--- config.mk ---
export PLATFORM = sky130hd
export DESIGN_NAME = priority_decoder_driver
export DESIGN_NICKNAME = d
export VERILOG_FILES = /design/src/rtl/priority_decoder_driver.sv
export SDC_FILE = /design/constraint.sdc
export NUM_CORES = 1
export LEC_CHECK = 0
export CAP_MARGIN = 20
export CORE_MARGIN = 4
export CORE_UTILIZATION = 50
export CTS_CLUSTER_DIAMETER = 100
export DETAILED_ROUTE_END_ITERATION = 6
export PLACE_DENSITY_LB_ADDON = 0.25
export SYNTH_ARGS = -nofsm -noshare
export SYNTH_HDL_FRONTEND = slang
export SYNTH_SLANG_ARGS = --single-unit
--- constraint.sdc ---
create_clock -name clk -period 3.4 [get_ports clk]
set_input_delay 0.51 -clock clk [delete_from_list [all_inputs] [get_ports clk]]
set_output_delay 0.51 -clock clk [all_outputs]
set_load 0.005 [all_outputs]
--- src/rtl/priority_decoder_driver.sv ---
// Queues 3-bit codes and drives a timed one-hot select bus with all-zero guard gaps.
// Define CODE_PARITY_EN to add even-parity checking on incoming codes (code_par / par_err).
module priority_decoder_driver #(
    parameter int HOLD_CYCLES = 4,
    parameter int GAP_CYCLES  = 1,
    parameter int DEPTH       = 4
) (
    input  logic                     clk,
    input  logic                     rst,
    input  logic [2:0]               code,
    input  logic                     code_valid,
`ifdef CODE_PARITY_EN
    input  logic                     code_par,
    output logic                     par_err,
`endif
    output logic                     code_ready,
    output logic [7:0]               sel,
    output logic                     sel_valid,
    output logic                     busy,
    output logic [$clog2(DEPTH):0]   level
);

    localparam int PW      = $clog2(DEPTH);
    localparam int LW      = PW + 1;
    localparam int MAX_CNT = (HOLD_CYCLES > GAP_CYCLES) ? HOLD_CYCLES
                           : ((GAP_CYCLES > 1) ? GAP_CYCLES : 1);
    localparam int TW      = $clog2(MAX_CNT) + 1;
    localparam bit HAS_GAP = (GAP_CYCLES > 0);

    localparam logic [TW-1:0] HOLD_LOAD = TW'(HOLD_CYCLES - 1);
    localparam logic [TW-1:0] GAP_LOAD  = TW'((GAP_CYCLES > 0) ? GAP_CYCLES - 1 : 0);

    typedef enum logic [1:0] {
        ST_IDLE  = 2'd0,
        ST_DRIVE = 2'd1,
        ST_GAP   = 2'd2
    } state_t;

    logic [2:0]    mem [DEPTH];
    logic [PW-1:0] wr_ptr;
    logic [PW-1:0] rd_ptr;
    logic [LW-1:0] level_q;
    logic [2:0]    head;
    logic          fifo_empty;
    logic          transfer;
    logic          code_ok;
    logic          push;
    logic          pop;

    state_t        state_q;
    state_t        state_d;
    logic [TW-1:0] timer_q;
    logic [TW-1:0] timer_d;
    logic [7:0]    sel_q;
    logic [7:0]    sel_d;

    // ------------------------------------------------------------------
    // Input handshake and FIFO
    // ------------------------------------------------------------------
    assign code_ready = ~rst & (level_q != LW'(DEPTH));
    assign transfer   = code_valid & code_ready;

`ifdef CODE_PARITY_EN
    assign code_ok = ~(^{code, code_par});
`else
    assign code_ok = 1'b1;
`endif

    // A bad-parity transfer still completes the handshake; it is just not stored.
    assign push       = transfer & code_ok;
    assign fifo_empty = (level_q == '0);
    assign head       = mem[rd_ptr];

    // NOTE: the storage array has no reset; an entry is only read after level shows it was written.
    always_ff @(posedge clk) begin
        if (push) begin
            mem[wr_ptr] <= code;
        end
    end

    // NOTE: sequential state is assigned with non-blocking <= so all registers update together.
    always_ff @(posedge clk or posedge rst) begin
        if (rst) begin
            wr_ptr  <= '0;
            rd_ptr  <= '0;
            level_q <= '0;
        end else begin
            if (push) begin
                wr_ptr <= wr_ptr + PW'(1);
            end
            if (pop) begin
                rd_ptr <= rd_ptr + PW'(1);
            end
            case ({push, pop})
                2'b10:   level_q <= level_q + LW'(1);
                2'b01:   level_q <= level_q - LW'(1);
                default: level_q <= level_q;
            endcase
        end
    end

`ifdef CODE_PARITY_EN
    always_ff @(posedge clk or posedge rst) begin
        if (rst) begin
            par_err <= 1'b0;
        end else begin
            par_err <= transfer & ~code_ok;
        end
    end
`endif

    // ------------------------------------------------------------------
    // Drive / gap sequencer
    // ------------------------------------------------------------------
    always_comb begin
        // NOTE: every signal written here gets a default first, so no latch can be inferred.
        state_d = state_q;
        timer_d = timer_q;
        sel_d   = sel_q;
        pop     = 1'b0;

        case (state_q)
            ST_IDLE: begin
                sel_d = '0;
                if (!fifo_empty) begin
                    pop     = 1'b1;
                    sel_d   = 8'b1 << head;
                    timer_d = HOLD_LOAD;
                    state_d = ST_DRIVE;
                end
            end

            ST_DRIVE: begin
                if (timer_q != '0) begin
                    timer_d = timer_q - TW'(1);
                end else if (HAS_GAP) begin
                    sel_d   = '0;
                    timer_d = GAP_LOAD;
                    state_d = ST_GAP;
                end else if (!fifo_empty) begin
                    // Back-to-back reload: no zero cycle when there is no guard gap.
                    pop     = 1'b1;
                    sel_d   = 8'b1 << head;
                    timer_d = HOLD_LOAD;
                end else begin
                    sel_d   = '0;
                    state_d = ST_IDLE;
                end
            end

            ST_GAP: begin
                sel_d = '0;
                if (timer_q != '0) begin
                    timer_d = timer_q - TW'(1);
                end else if (!fifo_empty) begin
                    pop     = 1'b1;
                    sel_d   = 8'b1 << head;
                    timer_d = HOLD_LOAD;
                    state_d = ST_DRIVE;
                end else begin
                    state_d = ST_IDLE;
                end
            end

            default: begin
                sel_d   = '0;
                timer_d = '0;
                state_d = ST_IDLE;
            end
        endcase
    end

    always_ff @(posedge clk or posedge rst) begin
        if (rst) begin
            state_q <= ST_IDLE;
            timer_q <= '0;
            sel_q   <= '0;
        end else begin
            state_q <= state_d;
            timer_q <= timer_d;
            sel_q   <= sel_d;
        end
    end

    assign sel       = sel_q;
    assign sel_valid = (state_q == ST_DRIVE);
    assign busy      = (state_q != ST_IDLE) | ~fifo_empty;
    assign level     = level_q;

`ifndef SYNTHESIS
    a_sel_onehot: assert property (@(posedge clk) disable iff (rst) $onehot0(sel_q));
    a_sel_valid:  assert property (@(posedge clk) disable iff (rst)
                                   ((sel_q != '0) == (state_q == ST_DRIVE)));
    a_level_max:  assert property (@(posedge clk) disable iff (rst) (level_q <= LW'(DEPTH)));
`endif

endmodule

-- Word level (Yosys, flattened, before mapping)
Memories as Yosys holds them, arrays and structs flattened.
Index checks and enable logic that the tools add are counted.
- register bits after elaboration: 20
- bits in writable memories: 12
- bits of input ports: 6
- output and inout port bits: 14
- word-level logic and storage cells: 51
- memories: 1
- add/sub/neg operators: 5
- equal/unequal tests: 8
- shift-type cells: 1
- muxes and demuxes: 19
- bitwise gates (word level): 5
- reduce and logical (&&, ||, !) cells: 6
- memory list (memory ; words ; bits a word ; rd ports ; clocked after Yosys merged registers in ; wr ports ; line ; RTL):
    mem ; 4 ; 3 ; 1 ; 0 ; 1 ; 39 ; logic [2:0] mem [DEPTH];
- operators by type and width (cell ; count):
    2-to-1 mux 8 bit ; 3
    one-hot mux 8 bit (3 select lines) ; 1
    2-to-1 mux 3 bit ; 3
    one-hot mux 3 bit (3 select lines) ; 1
    left shift 1 x 3 -> 8 bit, first input constant ; 1
    2-to-1 mux 2 bit ; 3
    != test 2 bit, second input constant ; 3
    one-hot mux 2 bit (3 select lines) ; 1
    one-hot mux 3 bit (2 select lines) ; 1
    subtractor 3 x 1 -> 3 bit, second input constant ; 2
    2-to-1 mux 1 bit ; 5
    adder 2 x 1 -> 2 bit, second input constant ; 2
    equality test 2 x 1 -> 1 bit, second input constant ; 2
    equality test 2 bit, second input constant ; 2
    nonzero test 2 bit ; 2
    adder 3 x 1 -> 3 bit, second input constant ; 1
    logical NOT 3 bit ; 1
    != test 3 bit, second input constant ; 1
    AND reduction 3 bit ; 1
    nonzero test 3 bit ; 1
    bitwise AND 1 bit ; 2
    logical NOT 2 bit ; 1
    NOT 1 bit ; 2
    one-hot mux 1 bit (2 select lines) ; 1
    OR 1 bit ; 1

-- Depth between registers and ports, before layout
- depth in word-level cells: 6
- mapped depth: 10
- depth with buffers taken out: 10

-- Least setup slack after synthesis
OpenSTA, ideal clock, no wires.
- path kind: register to register
- from: reg timer_q[0]
- to: reg level_q[2], in the netlist level[2]
- library setup time: 0.079 ns
- arrival: 2.099 ns
- data required time: 3.321 ns
- slack: 1.222 ns
- stages on the path, launching flop included: 11
- path buffers: 0
- cell sequence: dfrtp_1 > inv_1 > ha_1 > nand2b_4 > a211oi_4 > ha_1 > inv_1 > fa_1 > xor2_1 > nor2_1 > xor2_1
- longest elaborated chain between the ends: 5
- RTL lines (element ; line ; RTL):
    from (decl) ; 52 ; logic [TW-1:0] timer_q;
    from (signal assigned) ; 180 ; timer_q <= timer_d;
    nonzero test 3 bit * ; 134, 153 ;
    2-to-1 mux 1 bit * ; 153 ; if (timer_q != '0) begin
    one-hot mux 1 bit (2 select lines) * ; 122 ; case (state_q)
    via pop ; 48 ; logic pop;
    equality test 2 x 1 -> 1 bit or equality test 2 bit (tied branches) ; 94 ; case ({push, pop})
    one-hot mux 3 bit (2 select lines) or nonzero test 2 bit (tied branches) ; -- ;
    to (signal assigned) ; 95 ; 2'b10: level_q <= level_q + LW'(1);
    to (signal assigned) ; 96 ; 2'b01: level_q <= level_q - LW'(1);
    to (signal assigned) ; 97 ; default: level_q <= level_q;
    to (decl) ; 42 ; logic [LW-1:0] level_q;
Mark *: on every way through the listed nets, which the timed path passes. The rest lies on a longest branch.
A chain may end at the register's enable or synchronous reset.

-- Worst setup path in the final report
- from: reg level_q[2], in the netlist level[2]
- to: out busy
- longest elaborated chain between the ends: 3
- RTL lines (element ; line ; RTL):
    logical NOT 3 bit ; 71 ; assign fifo_empty = (level_q == '0);
    NOT 1 bit ; 187 ; assign busy = (state_q != ST_IDLE) | ~fifo_empty;
    OR 1 bit ; 187 ;
    to (decl) ; 19 ; output logic busy,
No other way between the ends.

==> reports/qor.csv <==
metric,value,unit
finish.utilization,0.6373,
critical_path_arrival,2010,ps
cpPeakStageDelay,460,ps
antenna_left,0,
report.power.total,0.001601,W
cap_viol_max_count,0,
grt_pass1_wl,4457,um
max-slew-margin-rel,0.4955,
whs,486.2,ps
globalRoute.totalOverflow,0,
timing.fmax,397.2,MHz
num_antenna_cells,0,
die_outline_area,3992,um^2
sequentialPowerShare,0.401,
insertion_delay_of_the_later_clocked_pin_in_the_worst_skew_pair,330,ps
clk_transition_reported_paths,90,ps
cts_hold_buf,0,
outcome,"finished, final reports clean",
leakagePower,0.7541,nW
critPathTopFamily,simple AND/OR/NAND/NOR gates,
grt_max_degree,21,
power.combinational.fraction,0.430,
worst_setup_path_start_kind,flip-flop,
cts-buffers-inserted,5,
crit_path_cell_trace,or3_1 > or3_1 > clkdlybuf4s50_1,
highest-signal-layer,met4,
netlist-cell-type-count,36,
core_area,2829,um^2
asyncSetResetFlopFracSynth,0.6250,
drv_slew,0,
route.detailed.vias_per_inst,5.584,
initial_core_util,0.5383,
avg_synthesized_cell_area,12.80,um^2
biggest_fanout_along_the_worst_timing_path,5,
commonest_register_cell_after_synthesis,dfrtp_1,
synth.yosys.warnings,0,
synth_enable_flop_cells,12,
area_growth,18.41,%
power.clock.fraction,0.169,
met2RoutedLength,1246,um
post_synth_inst_count,119,
vias_in_the_first_global_route,979,
ys_seq_elements,32,
drt-wirelength-per-cell,14.27,um
dp_slack,870.3,ps
layout_commonest_cell,dfrtp_1,
p_int,0.001027,W
postLayoutSetupSlackWorst,882.6,ps
clock_tree.htree_level_count,2,
power.switching,0.0005738,W
ioPinCount,20,
drt-total-wl,2469,um
detail_route.iter0.violations,37,
floorplan.rows,19,
worstSetupPathType,flip-flop to output pin,
mostFrequentLayoutCells,"20 x dfrtp_1, 19 x clkdlybuf4s50_1, 13 x inv_1, 12 x edfxtp_1, 8 x nand2_1",
die_width,63.19,um
worstPathRequired,2890,ps
timing.critical_path.mode_cell,or3_1,
netlist_area,1523,um^2
power_per_cell_area,887.8,nW/um^2
finalHoldViolCount,0,
grt_antenna_before_repair,0,
grt_setup_unrepaired,no,
post_route_cells_drive_above_1_share,0.1127,
finalWorstPathRequiredPeriod,2517,ps
seq_area_frac_synth,0.5653,
nNetsFinal,155,
drt_drc_violations_left,0,
setup_tns,0,ps
die_y,63.19,um
cts_tree,done,
vdd_drop_max,0.5806,mV
hpwl,1937,um
cts.sinks,32,
route.layer.met1.wl,1002,um
max_slew.worst_pin.slew,755.9,ps
portBuffers,19,
detail_route.first_pass.iterations,5,
cts_max_path_buffers,2,
met3_length,164,um
detailroute.via_count,966,
worst_path_max_delay_cell,clkdlybuf4s50_1,
grt.total_usage,0.1467,
cts.root.buffer_cell,clkbuf_4,
hp-class,flip-flop to flip-flop,
place.gp.congestion,0.8023,
post_cts_buffers,0,
critPathCaptureType,output pin,
path_buf_inv,1,
final_setup_vio_count,0,
period_utilization_post_route,0.7404,
p_sw_frac,0.3585,
cts.repair.resized,0,
syn-num-nets,133,
finClkSkew,7.540,ps
## sequential cells by signal (all words and copies together) (netlist names)
| signal | cells |
|---|---|
| mem | 12 |
| sel | 8 |
| level | 3 |
| timer_q | 3 |
| rd_ptr | 2 |
| state_q | 2 |
| wr_ptr | 2 |
## power by group through the flow
stage	combinational (W)	sequential (W)	clock [W]
floorplan	0.000507	0.000610	0
global placement	0.000667	0.000648	0
detailed placement	0.000698	0.000653	0
CTS	0.000700	0.000645	0.000277
global route	0.000779	0.000669	0.000299
finish	0.000688	0.000641	0.000271
## metal layers
layer / global-route usage / vias to the layer above
met5: 0 / -
met4: 0.06739 / 0
met3: 0.06750 / 6
met2: 0.2372 / 25
met1: 0.1653 / 468
li1: - / 467
## logic make-up after synthesis
kind of cell	share of synthesized area
AND/OR/NAND/NOR	0.1142
AO/OA/AOI/OAI	0.1093
multiplexers	0.05834
XOR/XNOR	0.03452
buffers and inverters	0.04765
flip-flops	0.5653
adder cells (fa/ha/maj)	0.07066
## final timing paths
path                            start  slack, ps  cells past startpoint         end
max                          level[2]        880                      3        busy
min                            sel[7]        490                      2      sel[7]
max reg2reg                timer_q[0]        950                     10    level[2]
min reg2reg                    sel[7]        490                      2      sel[7]
max in group asynchronous         rst       2280                      2  timer_q[0]
min in group asynchronous         rst        640                      2   wr_ptr[1]
## stage by stage
step | instance area, um^2 | cells
6_report | 1803 | 173
5_1_grt | 1803 | 173
4_1_cts | 1803 | 173
3_5_place_dp | 1728 | 165
3_3_place_gp | 1728 | 165
2_1_floorplan | 1523 | 119
## cell usage after synthesis, drive strengths merged (4+ instances only)
cell / instances / area [um^2]
nor2: 4 / 15.01
nand2: 8 / 30.03
dfrtp: 20 / 500.5
edfxtp: 12 / 360.4
o31ai: 4 / 30.03
ha: 7 / 87.58
nor2b: 4 / 32.53
a32o: 4 / 40.04
and3: 4 / 25.02
inv: 13 / 48.80
## tightest hold or removal path, delay by kind of cell (launching register included)
kind	cells	cell delay, ps
AO/OA/AOI/OAI	1	60
flip-flops	1	350
AND/OR/NAND/NOR	1	50
## area by class of cell
| class | count | area [um^2] |
|---|---|---|
| clock buffers | 5 | 37.54 |
| clock inverters | 3 | 37.54 |
| fillers | 245 | 1026 |
| inverters | 13 | 48.80 |
| multi-input cells | 70 | 589.3 |
| flip-flops and latches | 32 | 860.8 |
| well taps | 31 | 38.79 |
| repair buffers | 19 | 190.2 |
Power figures use the tool's default switching activity.
